==> config.mk <==
export PLATFORM = sky130hd
export DESIGN_NAME = smg_tick_gen
export DESIGN_NICKNAME = d
export VERILOG_FILES = /design/src/rtl/smg_tick_gen.sv
export SDC_FILE = /design/constraint.sdc
export NUM_CORES = 1
export LEC_CHECK = 0
export CAP_MARGIN = 20
export CELL_PAD_IN_SITES_DETAIL_PLACEMENT = 0
export CELL_PAD_IN_SITES_GLOBAL_PLACEMENT = 2
export CORE_AREA = 2 2 59 83
export CTS_CLUSTER_SIZE = 10
export DETAILED_ROUTE_END_ITERATION = 8
export DIE_AREA = 0 0 61 85
export GPL_TIMING_DRIVEN = 0
export PLACE_DENSITY_LB_ADDON = 0.08
export SYNTH_ARGS = -nofsm -noshare
export SYNTH_HDL_FRONTEND = slang
export SYNTH_SLANG_ARGS = --single-unit
==> constraint.sdc <==
create_clock -name clk_50MHz -period 3.4 [get_ports clk_50MHz]
set_input_delay 0.34 -clock clk_50MHz [delete_from_list [all_inputs] [get_ports clk_50MHz]]
set_output_delay 0.34 -clock clk_50MHz [all_outputs]
set_load 0.01 [all_outputs]
==> src/rtl/smg_tick_gen.sv <==
// Clock-enable timing generator for the smg display scan and DS18B20 sample fetch, all in clk_50MHz.
// Define SMG_TICK_SQUARE_EN to add the legacy 50% square outputs scan_clk / slow_clk.
module smg_tick_gen #(
    parameter int CLK_HZ   = 50_000_000,
    parameter int SCAN_HZ  = 1_000,
    parameter int SLOW_DIV = 1_000,
    parameter int DIGITS   = 8,
    localparam int SCAN_DIV = CLK_HZ / SCAN_HZ,
    localparam int DW       = (DIGITS > 1) ? $clog2(DIGITS) : 1
) (
    input  logic          clk_50MHz,
    input  logic          rst,
    input  logic          en,
    input  logic          sclr,
    output logic          scan_tick,
    output logic [DW-1:0] digit_idx,
    output logic          slow_tick,
    output logic          rd_strobe
`ifdef SMG_TICK_SQUARE_EN
    ,
    output logic          scan_clk,
    output logic          slow_clk
`endif
);

    localparam int C1W = $clog2(SCAN_DIV);
    localparam int C2W = (SLOW_DIV > 1) ? $clog2(SLOW_DIV) : 1;
    localparam logic [C1W-1:0] C1_TC = C1W'(SCAN_DIV - 1);
    localparam logic [C2W-1:0] C2_TC = C2W'(SLOW_DIV - 1);
    localparam logic [DW-1:0]  D_TC  = DW'(DIGITS - 1);

    if (SCAN_DIV < 2) begin : g_bad_scan_div
        $error("smg_tick_gen: SCAN_DIV = CLK_HZ/SCAN_HZ must be >= 2");
    end
    if (CLK_HZ % SCAN_HZ != 0) begin : g_bad_scan_ratio
        $error("smg_tick_gen: CLK_HZ must be an integer multiple of SCAN_HZ");
    end
    if (SLOW_DIV < 1) begin : g_bad_slow_div
        $error("smg_tick_gen: SLOW_DIV must be >= 1");
    end
    if (DIGITS < 1) begin : g_bad_digits
        $error("smg_tick_gen: DIGITS must be >= 1");
    end

    logic [C1W-1:0] cnt1_q, cnt1_d;
    logic [C2W-1:0] cnt2_q, cnt2_d;
    logic [DW-1:0]  digit_q, digit_d;
    logic           scan_tick_q, scan_tick_d;
    logic           slow_tick_q, slow_tick_d;
    logic           rd_strobe_q, rd_strobe_d;
    logic           scan_ev, slow_ev;

    always_comb begin
        scan_ev     = en && (cnt1_q == C1_TC);
        slow_ev     = scan_ev && (cnt2_q == C2_TC);
        cnt1_d      = cnt1_q;
        cnt2_d      = cnt2_q;
        digit_d     = digit_q;
        scan_tick_d = scan_ev;
        slow_tick_d = slow_ev;
        // The read strobe trails slow_tick regardless of en so a fetch is never half-issued.
        rd_strobe_d = slow_tick_q;
        if (en) begin
            cnt1_d = scan_ev ? '0 : cnt1_q + 1'b1;
        end
        if (scan_ev) begin
            cnt2_d  = slow_ev ? '0 : cnt2_q + 1'b1;
            digit_d = (digit_q == D_TC) ? '0 : digit_q + 1'b1;
        end
        if (sclr) begin
            cnt1_d      = '0;
            cnt2_d      = '0;
            digit_d     = '0;
            scan_tick_d = 1'b0;
            slow_tick_d = 1'b0;
            rd_strobe_d = 1'b0;
        end
    end

    always_ff @(posedge clk_50MHz or negedge rst) begin
        if (!rst) begin
            cnt1_q      <= '0;
            cnt2_q      <= '0;
            digit_q     <= '0;
            scan_tick_q <= 1'b0;
            slow_tick_q <= 1'b0;
            rd_strobe_q <= 1'b0;
        end else begin
            cnt1_q      <= cnt1_d;
            cnt2_q      <= cnt2_d;
            digit_q     <= digit_d;
            scan_tick_q <= scan_tick_d;
            slow_tick_q <= slow_tick_d;
            rd_strobe_q <= rd_strobe_d;
        end
    end

    assign scan_tick = scan_tick_q;
    assign digit_idx = digit_q;
    assign slow_tick = slow_tick_q;
    assign rd_strobe = rd_strobe_q;

`ifdef SMG_TICK_SQUARE_EN
    if (SCAN_DIV % 2 != 0) begin : g_odd_scan_div
        $error("smg_tick_gen: square outputs need an even SCAN_DIV");
    end
    if (SLOW_DIV > 1 && SLOW_DIV % 2 != 0) begin : g_odd_slow_div
        $error("smg_tick_gen: square outputs need an even SLOW_DIV");
    end

    localparam logic [C1W-1:0] C1_HALF = C1W'(SCAN_DIV / 2 - 1);
    localparam logic [C2W-1:0] C2_HALF = C2W'(SLOW_DIV / 2 - 1);

    logic scan_clk_q, scan_clk_d;
    logic slow_clk_q, slow_clk_d;

    // Toggle points at the half and terminal counts give exact 50% duty for even divisors.
    always_comb begin
        scan_clk_d = scan_clk_q;
        slow_clk_d = slow_clk_q;
        if (en && (cnt1_q == C1_HALF || cnt1_q == C1_TC)) begin
            scan_clk_d = ~scan_clk_q;
        end
        if (scan_ev && (SLOW_DIV == 1 || cnt2_q == C2_HALF || cnt2_q == C2_TC)) begin
            slow_clk_d = ~slow_clk_q;
        end
        if (sclr) begin
            scan_clk_d = 1'b0;
            slow_clk_d = 1'b0;
        end
    end

    always_ff @(posedge clk_50MHz or negedge rst) begin
        if (!rst) begin
            scan_clk_q <= 1'b0;
            slow_clk_q <= 1'b0;
        end else begin
            scan_clk_q <= scan_clk_d;
            slow_clk_q <= slow_clk_d;
        end
    end

    assign scan_clk = scan_clk_q;
    assign slow_clk = slow_clk_q;
`endif

endmodule

### Word-level counts from Yosys, hierarchy flattened

Cells that the tools add are included.

* equality and inequality tests: 3
* reductions and logical operators: 4
* shift-type cells: 0
* add/sub/neg operators: 3
* magnitude comparators: 0
* div/mod/pow operators: 0
* bitwise gates (word level): 0
* multipliers: 0
* mux-type cells: 12

Operators with widths (number)
* two-way mux 16 bit: 3
* two-way mux 10 bit: 3
* adder 16 x 1 -> 16 bit, second input constant: 1
* == test 16 bit, second input constant: 1
* adder 10 x 1 -> 10 bit, second input constant: 1
* == test 10 bit, second input constant: 1
* two-way mux 3 bit: 3
* nonzero test 2 bit: 2
* adder 3 x 1 -> 3 bit, second input constant: 1
* == test 3 bit, second input constant: 1
* two-way mux 1 bit: 3
* logical AND 1 bit: 2

* bits in latches: 0
* bits in writable memories: 0
* register bits after elaboration: 32
* input port bits: 4
* memory bits (read-only): 0
* output and inout bits: 6
* logic and storage cells: 28
* memories kept: 0

### Longest topological paths before layout

* depth after elaboration: 6
* mapped depth: 7
* depth with buffers taken out: 5

### Least setup slack after synthesis

No wires, ideal clock.

* path type: reg2reg
* start: register cnt1_q[0]
* end: register cnt2_q[5]
* library setup time: 80 ps
* data required time: 3320 ps
* arrival: 1598 ps
* setup slack: 1722 ps
* buffers on the path: 1
* stages on the path, launching flop included: 7
* clock period less this slack: 1678 ps
* path through: dfrtp_1 -> ha_1 -> and4b_1 -> nand4_1 -> buf_2 -> or4_1 -> o211ai_2

* longest elaborated chain between the ends: 6
* elaborated cells between the ends (all ways): 7
* those cells by class: eq/ne: 1; mux: 3; reduce/logical: 3

RTL lines
* from (decl): line 45 `logic [C1W-1:0] cnt1_q, cnt1_d;`
* from (signal assigned): line 89 `cnt1_q <= cnt1_d;`
* == test 16 bit *: line 54 `scan_ev = en && (cnt1_q == C1_TC);`
* logical AND 1 bit *: line 54
* logical AND 1 bit: line 55 `slow_ev = scan_ev && (cnt2_q == C2_TC);`
* two-way mux 10 bit: line 67 `cnt2_d = slow_ev ? '0 : cnt2_q + 1'b1;`
* two-way mux 10 bit: line 66 `if (scan_ev) begin`
* two-way mux 10 bit: line 70 `if (sclr) begin`
* to (signal assigned): line 90 `cnt2_q <= cnt2_d;`
* to (decl): line 46 `logic [C2W-1:0] cnt2_q, cnt2_d;`

Mark *: on every way between the ends. The rest lies on a longest branch, timed or not. The select of a mux whose other input is x is not followed.
A chain may end at the register's enable or synchronous reset.

### Worst setup path in the final report

* start: register cnt1_q[0]
* end: register cnt2_q[7]

The elaborated chain is that of the path after synthesis.

==> results.cfg <==
[finish]
final_common_cell = dfrtp_1
diodes = 0
fillers = 475
design_area_um2 = 1960
syn_to_final_growth_pct = 15.3
drive_above_1_share = 0.105
layout_common_cells = 32 x dfrtp_1, 18 x nor2_1, 13 x nand2_1
fin_nets = 197

[power_and_ir_drop]
p_int_w = 0.000607
p_per_area_nw_per_um2 = 396
p_clk_frac = 0.468
p_seq_frac = 0.496
ir_drop_v = 0.000244
swShare = 0.218
power.leakage_nw = 0.779
p_switching_w = 0.000169
power_frac_comb = 0.036
power_w = 0.000776

[yosys]
synthCells = 174
async_flop_share = 1.00
synth_nets = 182
ys_warn_count = 0
ys_ff_latch = 32
synth_area_leader_cell = dfrtp_1
synth_edf_count = 0
post-synth-top-area-fraction = 0.472
ys.flop_type = dfrtp_1
syn_avg_cell_area_um2 = 9.76
ys_seq_area_frac = 0.472
synth_area_um2 = 1700
yosysUniqueCellTypes = 36
synth_area_leaders = dfrtp_1 47%, xnor2_1 5.7%, nor2_1 4.0%, ha_1 2.9%, nand2b_1 2.9%

[global_routing]
grt_pass1_wl_um = 6710
gr-total-overflow = 0
grt_max_degree = 33
grt_pass1_vias = 1401
antenna_found_initial = 0
track_usage = 0.176

[clocking]
numCtsBuffers = 5
cts_resized = 0
tritoncts_num_sinks = 32
ctsRootBufferMaster = clkbuf_8
cts_tree = done
clkLatencyLatePin_ns = 0.29
cts_buffer_depth = 2
cts-htree-levels = 2
clk_pin_slew_ns = 0.07
cts_setup_buffers = 0
cts_hold_buf = 0

[timing]
fin_tns_setup_ns = 0
post-route-period-util = 0.570
setup_viol = 0
drv_slew = 0
max_slew_margin = 0.512
tightest_slew_ns = 0.723
hold_slack_ns = 0.108
skew_ns = 0.0119
fin_crit_ns = 1.94
fin_ws_ns = 1.46
hold_viol = 0
fmaxAchievable_ghz = 0.516
rsz0062_at_grt = false

[floorplanning]
die-area_um2 = 5190
fp.dieW_um = 61
boundaryPins = 10
initial_utilization = 0.380
die_y_um = 85
core_um2 = 4460
rows = 29

[placed_design]
dpl.hpwl_um = 2730
place.gp.congestion = 0.782
port_buffers = 8
place_ws_ns = 1.16
placed_cell_area_um2 = 1850

[min_path]
hold_class = in2async

[route]
drt_pre_antenna_iters = 4
postRouteAntennaNets = 0
wl_per_cell_um = 15.3
totalWireLength_um = 3860
vias_per_cell = 5.36
vias = 1351
drt_iter0_drc = 42
drc_errors = 0

[critical_path]
rrSetupSlack_ns = 1.46
r2r-start = cnt1_q[0]
crit_path_top_delay_cell = or4_1
setup.worst_path.class = reg2reg
crit_path_cell_trace = ha_1, and4b_1, nand4_1, buf_2, or4_1, o211ai_2
cp_max_fo = 10
cp_data_required_time_ns = 3.61
crit_arrival_ns = 2.15
reg2reg_depth = 6
max_stage_delay_ns = 0.50
end_kind = flop
worstReg2RegEnd = cnt2_q[7]
startpoint_type = flop

[run_status]
status = finished clean

[job]
drv_cap = 0
## cell families (layout without fill, tap and decap cells)
kind of cell,after synthesis,in the layout,share of synthesized area
buf+inv,13,29,0.0324
simple gates,87,87,0.292
compound gates,25,25,0.108
fa+ha+maj,4,4,0.0295
xor+xnor,13,13,0.0671
flops,32,32,0.472
## per-stage QoR
step / instances / utilization
2_1_floorplan: 174 / -
3_3_place_gp: 244 / 0.416
3_5_place_dp: 244 / 0.415
4_1_cts: 252 / 0.439
5_1_grt: 252 / 0.439
6_report: 252 / 0.439
## area by class of cell
class                   count  area (um^2)  share of cell area
plain buffers               8         36.3              0.0185
clock buffers               6         72.6              0.0371
clock inverters             2         35.0              0.0179
inverters                   5         18.8             0.00958
multi-input cells         129          842               0.430
flip-flops and latches     32          801               0.409
well taps                  62         77.6              0.0396
repair buffers              8         75.1              0.0383
## per-layer routing
layer | GRT usage | wire length [um] | vias up
met5 | 0 | 0 | -
li1 | - | - | 661
met2 | 0.295 | 2060 | 16
met1 | 0.206 | 1620 | 665
met3 | 0.0473 | 86 | 9
met4 | 0.0731 | 98 | 0
## power groups by stage
stage | combinational, W | sequential (W) | clock, W
final | 0.0000279 | 0.000385 | 0.000363
after global routing | 0.0000325 | 0.000385 | 0.000396
after CTS | 0.0000292 | 0.000385 | 0.000375
after detailed placement | 0.0000291 | 0.000392 | 0
after global placement | 0.0000291 | 0.000392 | 0
after floorplan | 0.0000142 | 0.000391 | 0
## how the worst max path moves through the flow
stage | startpoint | endpoint | slack, ns | cells after the start
floorplan | cnt1_q[0] | cnt2_q[5] | 1.72 | 6
global placement | sclr | slow_tick | 1.17 | 5
detailed placement | sclr | slow_tick | 1.16 | 5
CTS | cnt1_q[0] | cnt2_q[7] | 1.45 | 6
global route | sclr | scan_tick | 1.31 | 5
finish | cnt1_q[0] | cnt2_q[7] | 1.46 | 6
## flip-flops by register name, indices dropped and copies added (netlist names)
signal	count
slow_tick	1
scan_tick	1
cnt2_q	10
digit_idx	3
rd_strobe	1
cnt1_q	16
## Yosys cell counts, types with 3 or more instances
library cell / count
nand2b_1: 8
a21oi_1: 8
or4_1: 3
nor4_1: 5
and4_1: 4
nand3_1: 10
nand4_1: 6
inv_1: 5
dfrtp_1: 32
nand2_1: 13
nor2_1: 18
nand3b_1: 3
buf_2: 5
o211ai_2: 3
nor3_1: 4
xnor2_1: 11
o21ai_0: 4
ha_1: 4
or3_1: 4
clkbuf_1: 3
## critical path: cells and delay by family (launching register included)
family	cells	cell delay, ns
simple gates	3	0.86
compound gates	1	0.08
flops	1	0.45
fa+ha+maj	1	0.27
buf+inv	1	0.21
Power figures use the tool's default switching activity.
==> RTL edit 1: new RTL, same settings <==
The option `SMG_TICK_SQUARE_EN` is turned on by a define.
--- a/src/rtl/smg_tick_gen.sv
+++ b/src/rtl/smg_tick_gen.sv
@@ -1,5 +1,7 @@
 // Clock-enable timing generator for the smg display scan and DS18B20 sample fetch, all in clk_50MHz.
 // Define SMG_TICK_SQUARE_EN to add the legacy 50% square outputs scan_clk / slow_clk.
+`define SMG_TICK_SQUARE_EN
+
 module smg_tick_gen #(
     parameter int CLK_HZ   = 50_000_000,
     parameter int SCAN_HZ  = 1_000,
Check against the original RTL (old outputs only; new: scan_clk and slow_clk): equivalent (Yosys induction, for registers that start in step).
==> RTL edit 1 against the unedited design <==
Sequential cell count up 2; setup slack worse by 0.60 ns; wire length is 7.5% higher; hold slack improved by 0.029 ns; global-route usage is 1.6 points higher; first-iteration DRC count rose by 76%; clock power fell by 17%; sequential power is 9.6% higher; critical path depth up 1; synthesized area grew 5.7%; design area is 4.9% higher; power decreased by 2.6%; via count increased by 11%; clock skew is 0.0069 ns lower.
==> RTL edit 1: results (changes against the unedited design) <==
outcome:
  status: "finished, final reports clean"
critical_path:
  r2r_cells: 7  # +1
  r2r_end: "cnt2_q[5]"
  slowest_delay_ns: 0.58  # +0.08 ns
  cp_data_arrival_time_ns: 2.69  # +0.54 ns
  r2r_slack_ns: 0.86  # -0.60 ns
  reg2reg_from: "cnt1_q[4]"
global_route:
  grt_pass1_vias: 1619  # +16%
  grt_pass1_wl_um: 7510  # +12%
  grtUsageTotal_pct: 19.2  # +1.6 points
place:
  dp_hpwl_um: 3070  # +13%
  place_congestion: 0.748  # -4.4%
  dp_cells: 263  # +7.8%
drt:
  initialDrtViolationCount: 74  # +76%
  drt-wirelength-per-cell_um: 15.3  # about the same
  vias: 1499  # +11%
finish:
  nFillCells: 459  # -3.4%
sta:
  whs_ns: 0.137  # +0.0287 ns
  finClkSkew_ns: 0.00499  # -0.00694 ns
  worst_slew_pin_slew_ns: 0.783  # +0.0600 ns
synth:
  synth.area.top_cells: "dfrtp_1 47%, nand2_1 3.8%, a21oi_1 3.6%"
  synth_nets: 199  # +9.3%
  synth_commonest_cells: "34 x dfrtp_1, 18 x nand2_1, 14 x nor2_1"
  yosysSeqAreaShare_pct: 47.4  # +0.22 points
power:
  irDropWorstVdd_mv: 0.215  # -12%
==> RTL edit 1: how the worst min path moves through the flow <==
stage | endpoint | depth (start not counted)
6_report | cnt2_q[2] | 1
5_1_grt | cnt2_q[2] | 1
3_5_place_dp | cnt2_q[2] | 1
3_3_place_gp | rd_strobe | 1
2_1_floorplan | cnt1_q[0] | 0
4_1_cts | cnt2_q[2] | 1
==> RTL edit 1: metrics by stage <==
stage	setup WS [ns]	power (mW)	instance area [µm²]	utilization, %
after detailed placement	0.848	0.462	1960	44.0
after floorplan	1.10	0.445	1800	-
after CTS	0.842	0.771	2050	46.0
after global placement	0.786	0.460	1960	44.0
after global routing	0.730	0.798	2050	46.0
final	0.857	0.756	2050	46.0
==> RTL edit 1: logic make-up after synthesis <==
| group | Yosys count | synth area share (%) |
|---|---|---|
| buf+inv | 12 | 2.65 |
| simple gates | 98 | 31.1 |
| xor+xnor | 11 | 5.37 |
| flops | 34 | 47.4 |
| fa+ha+maj | 4 | 2.79 |
| compound gates | 32 | 10.7 |
==> RTL edit 1: layout make-up <==
class / instances / area [µm²] / share of cell area (%)
multi-input cells: 145 / 897 / 43.7
flip-flops and latches: 34 / 851 / 41.4
repair buffers: 10 / 90.1 / 4.38
clock buffers: 7 / 86.3 / 4.20
well taps: 62 / 77.6 / 3.78
plain buffers: 8 / 32.5 / 1.58
inverters: 4 / 15.0 / 0.731
clock inverters: 1 / 5.00 / 0.244
==> RTL edit 1: power breakdown <==
group / switching (mW) / total (mW) / internal (mW)
Sequential: 0.0101 / 0.422 / 0.412
Clock: 0.139 / 0.302 / 0.163
Combinational: 0.0230 / 0.0321 / 0.00911
==> RTL edit 1: worst reg2reg max path, delay by kind of cell, from the launching register on <==
family,cells,cell delay [ns]
compound gates,1,0.07
flops,1,0.45
buf+inv,3,0.66
simple gates,3,1.22
==> RTL edit 1: per-layer routing <==
metal	vias up	part of all wire, %	global-route usage, %
met5	-	0	0
met4	0	3.1	7.31
met3	11	2.7	4.42
met2	17	55	33.6
met1	731	39	21.9
li1	740	-	-
==> RTL edit 2: new RTL, same settings <==
Without the edit above. The output `rd_strobe` loses its register stage (`rd_strobe_q` becomes a continuous assignment).
--- a/src/rtl/smg_tick_gen.sv
+++ b/src/rtl/smg_tick_gen.sv
@@ -84,16 +84,16 @@
             digit_q     <= '0;
             scan_tick_q <= 1'b0;
             slow_tick_q <= 1'b0;
-            rd_strobe_q <= 1'b0;
         end else begin
             cnt1_q      <= cnt1_d;
             cnt2_q      <= cnt2_d;
             digit_q     <= digit_d;
             scan_tick_q <= scan_tick_d;
             slow_tick_q <= slow_tick_d;
-            rd_strobe_q <= rd_strobe_d;
         end
     end
+
+    assign rd_strobe_q = rd_strobe_d;
 
     assign scan_tick = scan_tick_q;
     assign digit_idx = digit_q;
Check against the original RTL: same outputs for any inputs over 10 cycles, from zero or initial values and one cycle with rst low; that may be too few to reach the edited logic, so the function may still have changed.
==> RTL edit 2 against the unedited design <==
Setup slack worse by 0.97 ns; design area is 2.5% lower; critical path type is now in2out; wire length is 1.2% lower; critical endpoint is now rd_strobe; non-clock buffer count unchanged; synthesized area decreased by 1.5%; sequential cell count fell by 1; clock power decreased by 21%; register-to-register slack got worse by 0.02 ns; final cell count down 0.40%; power decreased by 11%.
==> RTL edit 2: results (changes against the unedited design) <==
outcome:
  status: "finished, final reports clean"
critical_path:
  cp_top_family: "buffers and inverters"
  setup.worst_path.end: "rd_strobe"
  r2r_slack_ns: 1.44  # -0.02 ns
  cp_data_arrival_time_ns: 2.57  # +0.42 ns
  startpoint: "sclr"
power:
  clk-power_mw: 0.287  # -21%
  p_switching_mw: 0.170  # +0.62%
  irDropWorstVdd_mv: 0.240  # -1.8%
  seqPwrFrac_pct: 54.2  # +4.6 points
global_route:
  grt_max_degree: 32  # -3.0%
  gr-usage-met2_pct: 28.3  # -1.2 points
  grt_pass1_wl_um: 6530  # -2.6%
  grtUsageTotal_pct: 16.8  # -0.76 points
synth:
  synth_commonest_cells: "31 x dfrtp_1, 18 x nor2_1, 13 x nand2_1"
  synth.area.top_cells: "dfrtp_1 46%, xnor2_1 5.8%, nor2_1 4.0%"
  synthAdderAreaFrac_pct: 2.99  # +0.044 points
  synth_nets: 181  # -0.55%
  synth_cells: 173  # -0.57%
  synthXorXnorAreaFrac_pct: 6.81  # +0.10 points
  synth_compound_area_share_pct: 10.9  # +0.16 points
sta:
  slew_headroom_pct: 52.0  # +0.82 points
  finClkSkew_ns: 0.00817  # -0.00377 ns
drt:
  met3WireLength_um: 89  # +3.5%
  met1Wirelength_um: 1650  # +1.9%
  vias: 1364  # +0.96%
finish:
  drive_gt1_share_pct: 11.1  # +0.58 points
place:
  place_ws_ns: 0.461  # -0.701 ns
  dp_cells: 243  # -0.41%
  dp_hpwl_um: 2660  # -2.4%
==> RTL edit 2: cell types whose count changed in the layout (fill, tap and decap cells not counted), sizes merged <==
cell    change
bufinv      -1
clkbuf      -1
clkinv      +2
dfrtp       -1
==> RTL edit 2: cells by family (layout without fill, tap and decap cells) <==
kind of cell,after synthesis,in the layout
AND/OR/NAND/NOR,87,87
adder cells (fa/ha/maj),4,4
flip-flops,31,31
buffers and inverters,13,29
XOR/XNOR,13,13
AO/OA/AOI/OAI,25,25
==> RTL edit 2: area by class of cell <==
| type | instances | area [µm²] |
|---|---|---|
| clock buffers | 5 | 68.8 |
| repair buffers | 8 | 75.1 |
| plain buffers | 8 | 36.3 |
| flip-flops and latches | 31 | 776 |
| multi-input cells | 129 | 842 |
| fillers | 457 | 2550 |
| well taps | 62 | 77.6 |
| inverters | 5 | 18.8 |
| clock inverters | 3 | 15.0 |
